### src/rtl/timer_pkg.sv
// rtl/timer_pkg.sv - shared state enum, BCD constants and clamp helper for the countdown timer
package timer_pkg;

  // Controller states of the countdown timer
  typedef enum logic [1:0] {
    IDLE   = 2'd0,
    RUN    = 2'd1,
    PAUSED = 2'd2,
    DONE   = 2'd3
  } timer_state_t;

  localparam logic [3:0] BCD_MAX  = 4'd9;
  localparam logic [3:0] BCD_ZERO = 4'd0;

  // Saturate a nibble to the largest legal BCD digit
  function automatic logic [3:0] bcd_clamp(input logic [3:0] nib);
    return (nib > BCD_MAX) ? BCD_MAX : nib;
  endfunction

endpackage

### src/rtl/bcd_digit_cell.sv
// rtl/bcd_digit_cell.sv - one borrow-linked BCD down-counting digit
module bcd_digit_cell
  import timer_pkg::*;
(
  input  logic       clk,
  input  logic       rst,
  input  logic       borrow_req_in,
  input  logic       can_borrow_in,
  input  logic       load,
  input  logic [3:0] load_digit,
  output logic [3:0] digit,
  output logic       borrow_req_out,
  output logic       nonzero
);

  // A zero digit only wraps to 9 when a higher digit can actually supply the borrow
  always_ff @(posedge clk) begin
    if (!rst) begin
      digit <= BCD_ZERO;
    end else if (load) begin
      digit <= load_digit;
    end else if (borrow_req_in) begin
      if (digit != BCD_ZERO) begin
        digit <= digit - 4'd1;
      end else if (can_borrow_in) begin
        digit <= BCD_MAX;
      end
    end
  end

  assign nonzero        = (digit != BCD_ZERO);
  assign borrow_req_out = borrow_req_in & ~nonzero & can_borrow_in;

endmodule

### src/rtl/bcd_countdown_timer.sv
// rtl/bcd_countdown_timer.sv - prescaled multi-digit BCD countdown timer; optional BCD_TIMER_AUTO_RELOAD_EN
module bcd_countdown_timer
  import timer_pkg::*;
#(
  parameter int NUM_DIGITS = 4,
  parameter int TICK_DIV   = 50000,
  parameter int TICK_W     = $clog2(TICK_DIV + 1)
) (
  input  logic                    clk,
  input  logic                    rst,
  input  logic                    load,
  input  logic [4*NUM_DIGITS-1:0] load_val,
  input  logic                    start,
  input  logic                    pause,
  output logic [4*NUM_DIGITS-1:0] digits,
  output logic                    running,
  output logic                    zero,
  output logic                    timeout
);

  localparam logic [TICK_W-1:0] TICK_LAST = TICK_W'(TICK_DIV - 1);

  timer_state_t            state, state_nxt;
  logic [TICK_W-1:0]       prescaler, presc_nxt;
  logic                    timeout_nxt;
  logic [NUM_DIGITS-1:0]   nonzero;
  logic [NUM_DIGITS-1:0]   can_borrow;
  logic [4*NUM_DIGITS-1:0] load_clamped;
  logic [4*NUM_DIGITS-1:0] cell_load_val;
  logic                    cell_load;
  logic                    tick;
  logic                    last_one;
  logic                    expire;
  logic                    reload;
  logic                    top_borrow;

  // Clamp every incoming nibble and work out which digits have a nonzero digit above them
  always_comb begin
    load_clamped = '0;
    can_borrow   = '0;
    for (int i = 0; i < NUM_DIGITS; i++) begin
      load_clamped[4*i +: 4] = bcd_clamp(load_val[4*i +: 4]);
      can_borrow[i]          = |(nonzero >> (i + 1));
    end
  end

  assign zero     = ~|nonzero;
  assign last_one = (digits[3:0] == 4'd1) && !can_borrow[0];
  assign tick     = (state == RUN) && !load && !pause && !zero && (prescaler == TICK_LAST);
  assign expire   = tick && last_one;

`ifdef BCD_TIMER_AUTO_RELOAD_EN
  logic [4*NUM_DIGITS-1:0] stored;

  // Remember the last clamped start value so expiry can restart from it
  always_ff @(posedge clk) begin
    if (!rst) begin
      stored <= '0;
    end else if (load) begin
      stored <= load_clamped;
    end
  end

  assign reload        = expire && (stored != '0);
  assign cell_load_val = load ? load_clamped : stored;
`else
  assign reload        = 1'b0;
  assign cell_load_val = load_clamped;
`endif

  assign cell_load = load | reload;

  for (genvar i = 0; i < NUM_DIGITS; i++) begin : g_cell
    logic req_in;
    logic req_out;

    if (i == 0) begin : g_lsd
      assign req_in = tick;
    end else begin : g_upper
      assign req_in = g_cell[i-1].req_out;
    end

    if (i == NUM_DIGITS - 1) begin : g_msd
      assign top_borrow = req_out;
    end

    bcd_digit_cell u_cell (
      .clk            (clk),
      .rst            (rst),
      .borrow_req_in  (req_in),
      .can_borrow_in  (can_borrow[i]),
      .load           (cell_load),
      .load_digit     (cell_load_val[4*i +: 4]),
      .digit          (digits[4*i +: 4]),
      .borrow_req_out (req_out),
      .nonzero        (nonzero[i])
    );
  end

  // Next-state, prescaler and timeout decisions; load beats pause beats start beats tick
  always_comb begin
    state_nxt   = state;
    presc_nxt   = prescaler;
    timeout_nxt = 1'b0;
    if (load) begin
      state_nxt = IDLE;
      presc_nxt = '0;
    end else begin
      case (state)
        IDLE: begin
          if (!pause && start) begin
            if (zero) begin
              state_nxt   = DONE;
              timeout_nxt = 1'b1;
            end else begin
              state_nxt = RUN;
            end
          end
        end
        RUN: begin
          if (pause) begin
            state_nxt = PAUSED;
          end else begin
            presc_nxt = (prescaler == TICK_LAST) ? '0 : prescaler + TICK_W'(1);
            if (expire) begin
              timeout_nxt = 1'b1;
              if (!reload) begin
                state_nxt = DONE;
              end
            end else if (top_borrow) begin
              // A borrow escaping the top digit means nothing is left to count
              state_nxt = DONE;
            end
          end
        end
        PAUSED: begin
          if (!pause && start) begin
            state_nxt = RUN;
          end
        end
        DONE: begin
          state_nxt = DONE;
        end
        default: begin
          state_nxt = IDLE;
        end
      endcase
    end
  end

  // Register controller state and all status outputs
  always_ff @(posedge clk) begin
    if (!rst) begin
      state     <= IDLE;
      prescaler <= '0;
      timeout   <= 1'b0;
      running   <= 1'b0;
    end else begin
      state     <= state_nxt;
      prescaler <= presc_nxt;
      timeout   <= timeout_nxt;
      running   <= (state_nxt == RUN);
    end
  end

endmodule

### config.mk
export PLATFORM = sky130hd
export DESIGN_NAME = bcd_countdown_timer
export DESIGN_NICKNAME = d
export VERILOG_FILES = /design/src/rtl/timer_pkg.sv /design/src/rtl/bcd_digit_cell.sv /design/src/rtl/bcd_countdown_timer.sv
export SDC_FILE = /design/constraint.sdc
export NUM_CORES = 1
export LEC_CHECK = 0
export BUFFER_PORTS_ARGS = -buffer_cell sky130_fd_sc_hd__buf_2
export CAP_MARGIN = 25
export CORE_MARGIN = 8
export CORE_UTILIZATION = 55
export CTS_CLUSTER_SIZE = 14
export DETAILED_ROUTE_END_ITERATION = 10
export HOLD_SLACK_MARGIN = 0.06
export PLACE_DENSITY = 0.86
export REMOVE_ABC_BUFFERS = 1
export SLEW_MARGIN = 20
export SYNTH_ARGS = -nofsm -noshare
export SYNTH_HDL_FRONTEND = slang
export SYNTH_SLANG_ARGS = --single-unit
export TNS_END_PERCENT = 1
### constraint.sdc
create_clock -name clk -period 4 [get_ports clk]
set_clock_uncertainty 0.05 [all_clocks]
set_input_delay 0.6 -clock clk [delete_from_list [all_inputs] [get_ports clk]]
set_output_delay 0.6 -clock clk [all_outputs]
set_load 0.02 [all_outputs]
# ---- Yosys cells after proc, flatten, opt, wreduce, memory -nomap -nowiden
# Index checks and enable logic that the tools add are counted.
dict set report word_totals {
  register_bits 36
  wordCells 99
  inputBits 21
  output_inout_bits 19
}
dict set report classes {
  n_addsub 5
  order_cmp 4
  eq_ne 6
  bitwise 11
  muxes 32
  n_reduce_logical 33
}
# op n
set ops {}
lappend ops {{$mux W4} 19}
lappend ops {{$add A16 B1 Y16 const B} 1}
lappend ops {{$eq A16 B16 Y1 const B} 1}
lappend ops {{$gt A4 B4 Y1 const B} 4}
lappend ops {{$mux W16} 1}
lappend ops {{$reduce_bool A4 Y1} 4}
lappend ops {{$sub A4 B1 Y4 const B} 4}
lappend ops {{$mux W2} 6}
lappend ops {{$reduce_and A2 Y1} 5}
lappend ops {{$reduce_bool A2 Y1} 5}
lappend ops {{$reduce_bool A3 Y1} 3}
lappend ops {{$pmux W2 S4} 1}
lappend ops {{$logic_and A1 B1 Y1} 7}
lappend ops {{$and A1 B1 Y1} 6}
lappend ops {{$not A1 Y1} 5}
lappend ops {{$eq A2 B1 Y1 const B} 2}
lappend ops {{$eq A2 B2 Y1 const B} 2}
lappend ops {{$eq A4 B1 Y1 const B} 1}
lappend ops {{$logic_not A1 Y1} 4}
lappend ops {{$mux W1} 4}
lappend ops {{$reduce_or A2 Y1} 2}
lappend ops {{$reduce_or A4 Y1} 1}
lappend ops {{$reduce_or A3 Y1} 1}
lappend ops {{$logic_not A2 Y1} 1}
lappend ops {{$pmux W1 S2} 1}

# ---- Depth between registers and ports, before layout
dict set report depth {
  ltp_word 13
  ltp_mapped 8
  ltp_nobuf 7
}

# ---- Cells and area by module
# A second synthesis with hierarchy kept.
dict set report unflattened {
  cells_unflattened 234
  hier_area_um2 1995.7
}
# mod seq_area_each_um2 cells_per_inst instances area_per_inst_um2
set modules_own_cells {}
lappend modules_own_cells {bcd_countdown_timer 400.4 138 1 1109.8}
lappend modules_own_cells {bcd_digit_cell 80.1 24 4 221.5}

# ---- Worst setup path after synthesis
# OpenSTA, ideal clock, no wires.
dict set report synth_timing {
  path_type {register to register}
  from {register g_cell[0].u_cell.digit[0]}
  to {register g_cell[1].u_cell.digit[3]}
  period_less_slack_ns 2.322
  arrival_ns 2.198
  required_time_ns 3.876
  path_stages_with_launch 6
  setup_time_ns 0.074
  slack_ns 1.678
  path_buffers 0
  cell_sequence {dfxtp_1 or4_4 or3_1 or4_1 or3_1 a31oi_1}
}
dict set report synth_between {
  elab_chain_cells 8
  word_cells_on_any_way 9
  classes_between {bitwise: 3; reduce/logical: 6}
}
# element line
set synth_rtl {}
lappend synth_rtl {{from (decl)} bcd_digit_cell.sv:11} ;# output logic [3:0] digit,
lappend synth_rtl {{from (signal assigned)} bcd_digit_cell.sv:21} ;# digit <= load_digit;
lappend synth_rtl {{from (signal assigned)} bcd_digit_cell.sv:24} ;# digit <= digit - 4'd1;
lappend synth_rtl {{$reduce_bool A4 Y1 (*)} bcd_digit_cell.sv:31} ;# assign nonzero = (digit != BCD_ZERO);
lappend synth_rtl {{$reduce_or A4 Y1} bcd_countdown_timer.sv:47} ;# assign zero = ~|nonzero;
lappend synth_rtl {{$logic_and A1 B1 Y1 (2 in series)} bcd_countdown_timer.sv:49} ;# assign tick = (state == RUN) && !load && !pause && !zero && (prescaler == TICK_LAST);
lappend synth_rtl {{$and A1 B1 Y1 (*) (2 in series)} bcd_digit_cell.sv:32} ;# assign borrow_req_out = borrow_req_in & ~nonzero & can_borrow_in;
lappend synth_rtl {{$reduce_bool A2 Y1 (no line) (*)} --}
lappend synth_rtl {{$reduce_and A2 Y1 (no line) (*)} --}
lappend synth_rtl {{to (signal assigned)} bcd_digit_cell.sv:21}
lappend synth_rtl {{to (signal assigned)} bcd_digit_cell.sv:24}
lappend synth_rtl {{to (decl)} bcd_digit_cell.sv:11}
# Every way passes the cells marked *; elsewhere a longest branch is shown, timed or not.
# A chain may end at the register's enable or synchronous reset.

# ---- Final worst setup path
dict set report layout_timing {
  from {register prescaler[8]}
  to {register g_cell[3].u_cell.digit[3]}
}
dict set report layout_between {
  elab_chain_cells 10
}
# element line
set layout_rtl {}
lappend layout_rtl {{from (decl)} bcd_countdown_timer.sv:24} ;# logic [TICK_W-1:0] prescaler, presc_nxt;
lappend layout_rtl {{from (signal assigned)} bcd_countdown_timer.sv:160} ;# prescaler <= presc_nxt;
lappend layout_rtl {{$eq A16 B16 Y1} bcd_countdown_timer.sv:49}
lappend layout_rtl {{$logic_and A1 B1 Y1} bcd_countdown_timer.sv:49}
lappend layout_rtl {{$and A1 B1 Y1 (6 in series)} bcd_digit_cell.sv:32}
lappend layout_rtl {{$reduce_bool A2 Y1 (no line)} --}
lappend layout_rtl {{$reduce_and A2 Y1 (no line)} --}
lappend layout_rtl {{to (signal assigned)} bcd_digit_cell.sv:21}
lappend layout_rtl {{to (signal assigned)} bcd_digit_cell.sv:24}
lappend layout_rtl {{to (decl)} bcd_digit_cell.sv:11}
# No other way between the ends.

==> impl_metrics.csv <==
group,metric,value,unit
synthesis,synth_seq_cells,36,
synthesis,ys.flop_type,"dfxtp_1",
timing,hold_ws,0.463,ns
die,core_area,3580,µm²
global_route,grt_overflow_total,0,
critical_path,max_stage_delay,0.58,ns
synthesis,synthArstFlopShare,0,%
worst_hold_path,hp-class,"reg2reg",
placement,dp_hpwl,3600,µm
power_and_ir_drop,ir_worst_vdd,0.231,mV
global_route,grt_util_all_layers,16.7,%
timing,setup_viol,0,
synthesis,synth.top_cell.area_share,36.0,%
power_and_ir_drop,swShare,27.6,%
critical_path,cp-end-kind,"flip-flop",
timing,period_needed,2.54,ns
worst_hold_path,holdPathStages,2,
routing,drt_iter0_markers,93,
finish,fill_cells,337,
global_route,grt_pass1_wl,8180,µm
synthesis,yosysUniqueCellTypes,39,
critical_path,cp-endpoint,"g_cell[3].u_cell.digit[3]$_SDFFE_PN0P_",
timing,timing.final.crit_share,63.5,%
critical_path,reg2reg_to,"g_cell[3].u_cell.digit[3]$_SDFFE_PN0P_",
synthesis,synth_edf_count,0,
power_and_ir_drop,pwr-share-comb,14.8,%
clock_network,cts_root_buffer,"clkbuf_4",
synthesis,ys_warn_count,0,
critical_path,startpoint_type,"flip-flop",
status,run_status,"finished, final reports clean",
finish,area_delta_synth_final,14.9,%
power_and_ir_drop,p_clk_share,33.9,%
critical_path,slowest_stage,"or4_1",
clock_network,clk_pin_slew,0.11,ns
finish,nNetsFinal,306,
run,cap_violations,0,
power_and_ir_drop,p_switching,0.208,mW
synthesis,synth.area.top_cells,"dfxtp_1, nor2_1, xor2_1, o21ai_0, nand2_1",
critical_path,cp_data_arrival_time,2.78,ns
placement,portBuffers,39,
synthesis,synth_cells,245,
routing,ant_nets,0,
die,die_w,76.3,µm
critical_path,crit_required,4.24,ns
critical_path,reg2reg_from,"prescaler[8]$_SDFFE_PP0P_",
placement,gp_congestion,0.835,
synthesis,syn_area_per_cell,8.16,µm²
synthesis,seq_area_frac_synth,36.0,%
routing,drc,0,
routing,drtPass1Iterations,5,
routing,avgViaCountPerCell,5.90,
timing,tightestPinTransition,0.857,ns
timing,rsz0062_at_grt,"false",
global_route,antenna_found_initial,0,
clock_network,cts_setup_buffers,0,
die,row_count,22,
timing,fmax,394,MHz
synthesis,synthesis.area,2000,µm²
clock_network,cts.sinks,36,
die,ios,40,
timing,fin_setup_tns,0,ns
critical_path,critPathMaxFanout,11,
power_and_ir_drop,p_seq_share,51.3,%
critical_path,startpoint,"prescaler[8]$_SDFFE_PP0P_",
die,die_area,5820,µm²
power_and_ir_drop,p_int,0.545,mW
finish,drive_gt1_share,18.4,%
critical_path,path_cells,"nor4bb_1, and3_1, nand4_1, or4_1, a31oi_1",
routing,vias,1952,
die,initial_core_util,55.9,%
timing,relSlewSlack,42.1,%
clock_network,cts_hold_buf,0,
critical_path,worst-setup-path-type,"reg2reg",
global_route,grt_pass1_vias,1826,
timing,slew_violations,0,
timing,hold_viol_final,0,
finish,utilization,64.2,%
finish,antenna_cells,0,
finish,instances_no_fill,331,
clock_network,cts_buffers,5,
synthesis,synth_area_leader_cell,"dfxtp_1",
clock_network,htreeDepth,2,
critical_path,r2r_setup_slack,1.46,ns
placement,post-place-cells,323,
power_and_ir_drop,p_leak,0.901,nW
power_and_ir_drop,p_total,0.753,mW
clock_network,cts_resized,0,
routing,routed_wl,4820,µm
global_route,grt_max_degree,20,
clock_network,clk-insertion-delay-late,0.35,ns
power_and_ir_drop,power_density,328,nW/µm²
clock_network,cts_tree,"done",
critical_path,reg2regPathDepth,5,
routing,wire_per_inst,14.6,µm
clock_network,clk_path_buf_depth,2,
die,die_h,76.3,µm
synth_stat cells (all sizes together), types with 2 or more instances:
library cell and instances:
o311a 4, or3b 2, or4 6, nand3b 3
xor2 10, nand4b 5, nand3 11, a21oi 5
nor4b 3, o31ai 6, nand2 19, mux2i 2
nor2 26, nor4bb 2, a31oi 6, o21a 8
and3 6, dfxtp 36, or3 5, xnor2 6
and4 3, nor4 7, nor2b 4, inv 8
nand4 6, nor3 9, ha 3, o21ai 16
clkbuf 9
stage by stage:
step	cell area, µm²	setup slack (ns)
after floorplan	1970	1.68
after global placement	2220	1.40
after detailed placement	2220	1.37
after CTS	2300	1.47
after global routing	2300	1.27
final	2300	1.46
kinds of logic after synthesis:
| kind of cell | synth area share, % |
|---|---|
| XOR/XNOR | 7.01 |
| multiplexers | 1.00 |
| flip-flops | 36.0 |
| AO/OA/AOI/OAI | 16.5 |
| buffers and inverters | 3.19 |
| AND/OR/NAND/NOR | 34.4 |
| adder cells (fa/ha/maj) | 1.88 |
registers in the layout, indices dropped and copies added, names as in the netlist:
name and count:
g_cell.u_cell.digit 16, timeout 1, running 1, prescaler 16
state 2
per-layer routing:
layer | up-vias | track usage, % | wire length, µm
met1 | 902 | 20.3 | 2190
met5 | - | 0 | 0
met4 | 0 | 7.12 | 73
li1 | 983 | - | -
met2 | 60 | 26.6 | 2300
met3 | 7 | 5.19 | 257
cells in the final DEF, fill, tap and decap left out, types with 7 or more instances in the layout:
master    n
nor4_1    7
dfxtp_1  36
nor2_1   26
buf_2    39
o21ai_0  16
o21a_1    8
nor3_1    9
nand3_1  11
inv_1     8
xor2_1   10
nand2_1  19
critical path: cells and delay by family, from the launching register on:
kind	cells	cell delay, ns
simple gates	4	1.84
flops	1	0.43
compound gates	1	0.16
worst min-delay path by stage:
stage | startpoint | end | slack [ns]
global placement | prescaler[1]$_SDFFE_PP0P_ | prescaler[1]$_SDFFE_PP0P_ | 0.41
finish | prescaler[1]$_SDFFE_PP0P_ | prescaler[1]$_SDFFE_PP0P_ | 0.46
floorplan | prescaler[1]$_SDFFE_PP0P_ | prescaler[1]$_SDFFE_PP0P_ | 0.40
global route | load_val[5] | g_cell[1].u_cell.digit[1]$_SDFFE_PN0P_ | 0.48
CTS | prescaler[1]$_SDFFE_PP0P_ | prescaler[1]$_SDFFE_PP0P_ | 0.45
detailed placement | prescaler[1]$_SDFFE_PP0P_ | prescaler[1]$_SDFFE_PP0P_ | 0.43
layout make-up:
class | count | area [µm²] | share of cell area, %
well taps | 48 | 60.1 | 2.61
flip-flops and latches | 36 | 721 | 31.4
repair buffers | 39 | 195 | 8.50
clock inverters | 2 | 35.0 | 1.53
clock buffers | 6 | 41.3 | 1.80
inverters | 8 | 30.0 | 1.31
multi-input cells | 192 | 1210 | 52.9
power by group through the flow:
stage	clock network, mW	logic, mW	registers (mW)
finish	0.255	0.112	0.386
global route	0.274	0.123	0.389
CTS	0.261	0.112	0.386
detailed placement	0	0.111	0.394
global placement	0	0.110	0.394
floorplan	0	0.0589	0.403
Power figures use the tool's default switching activity.
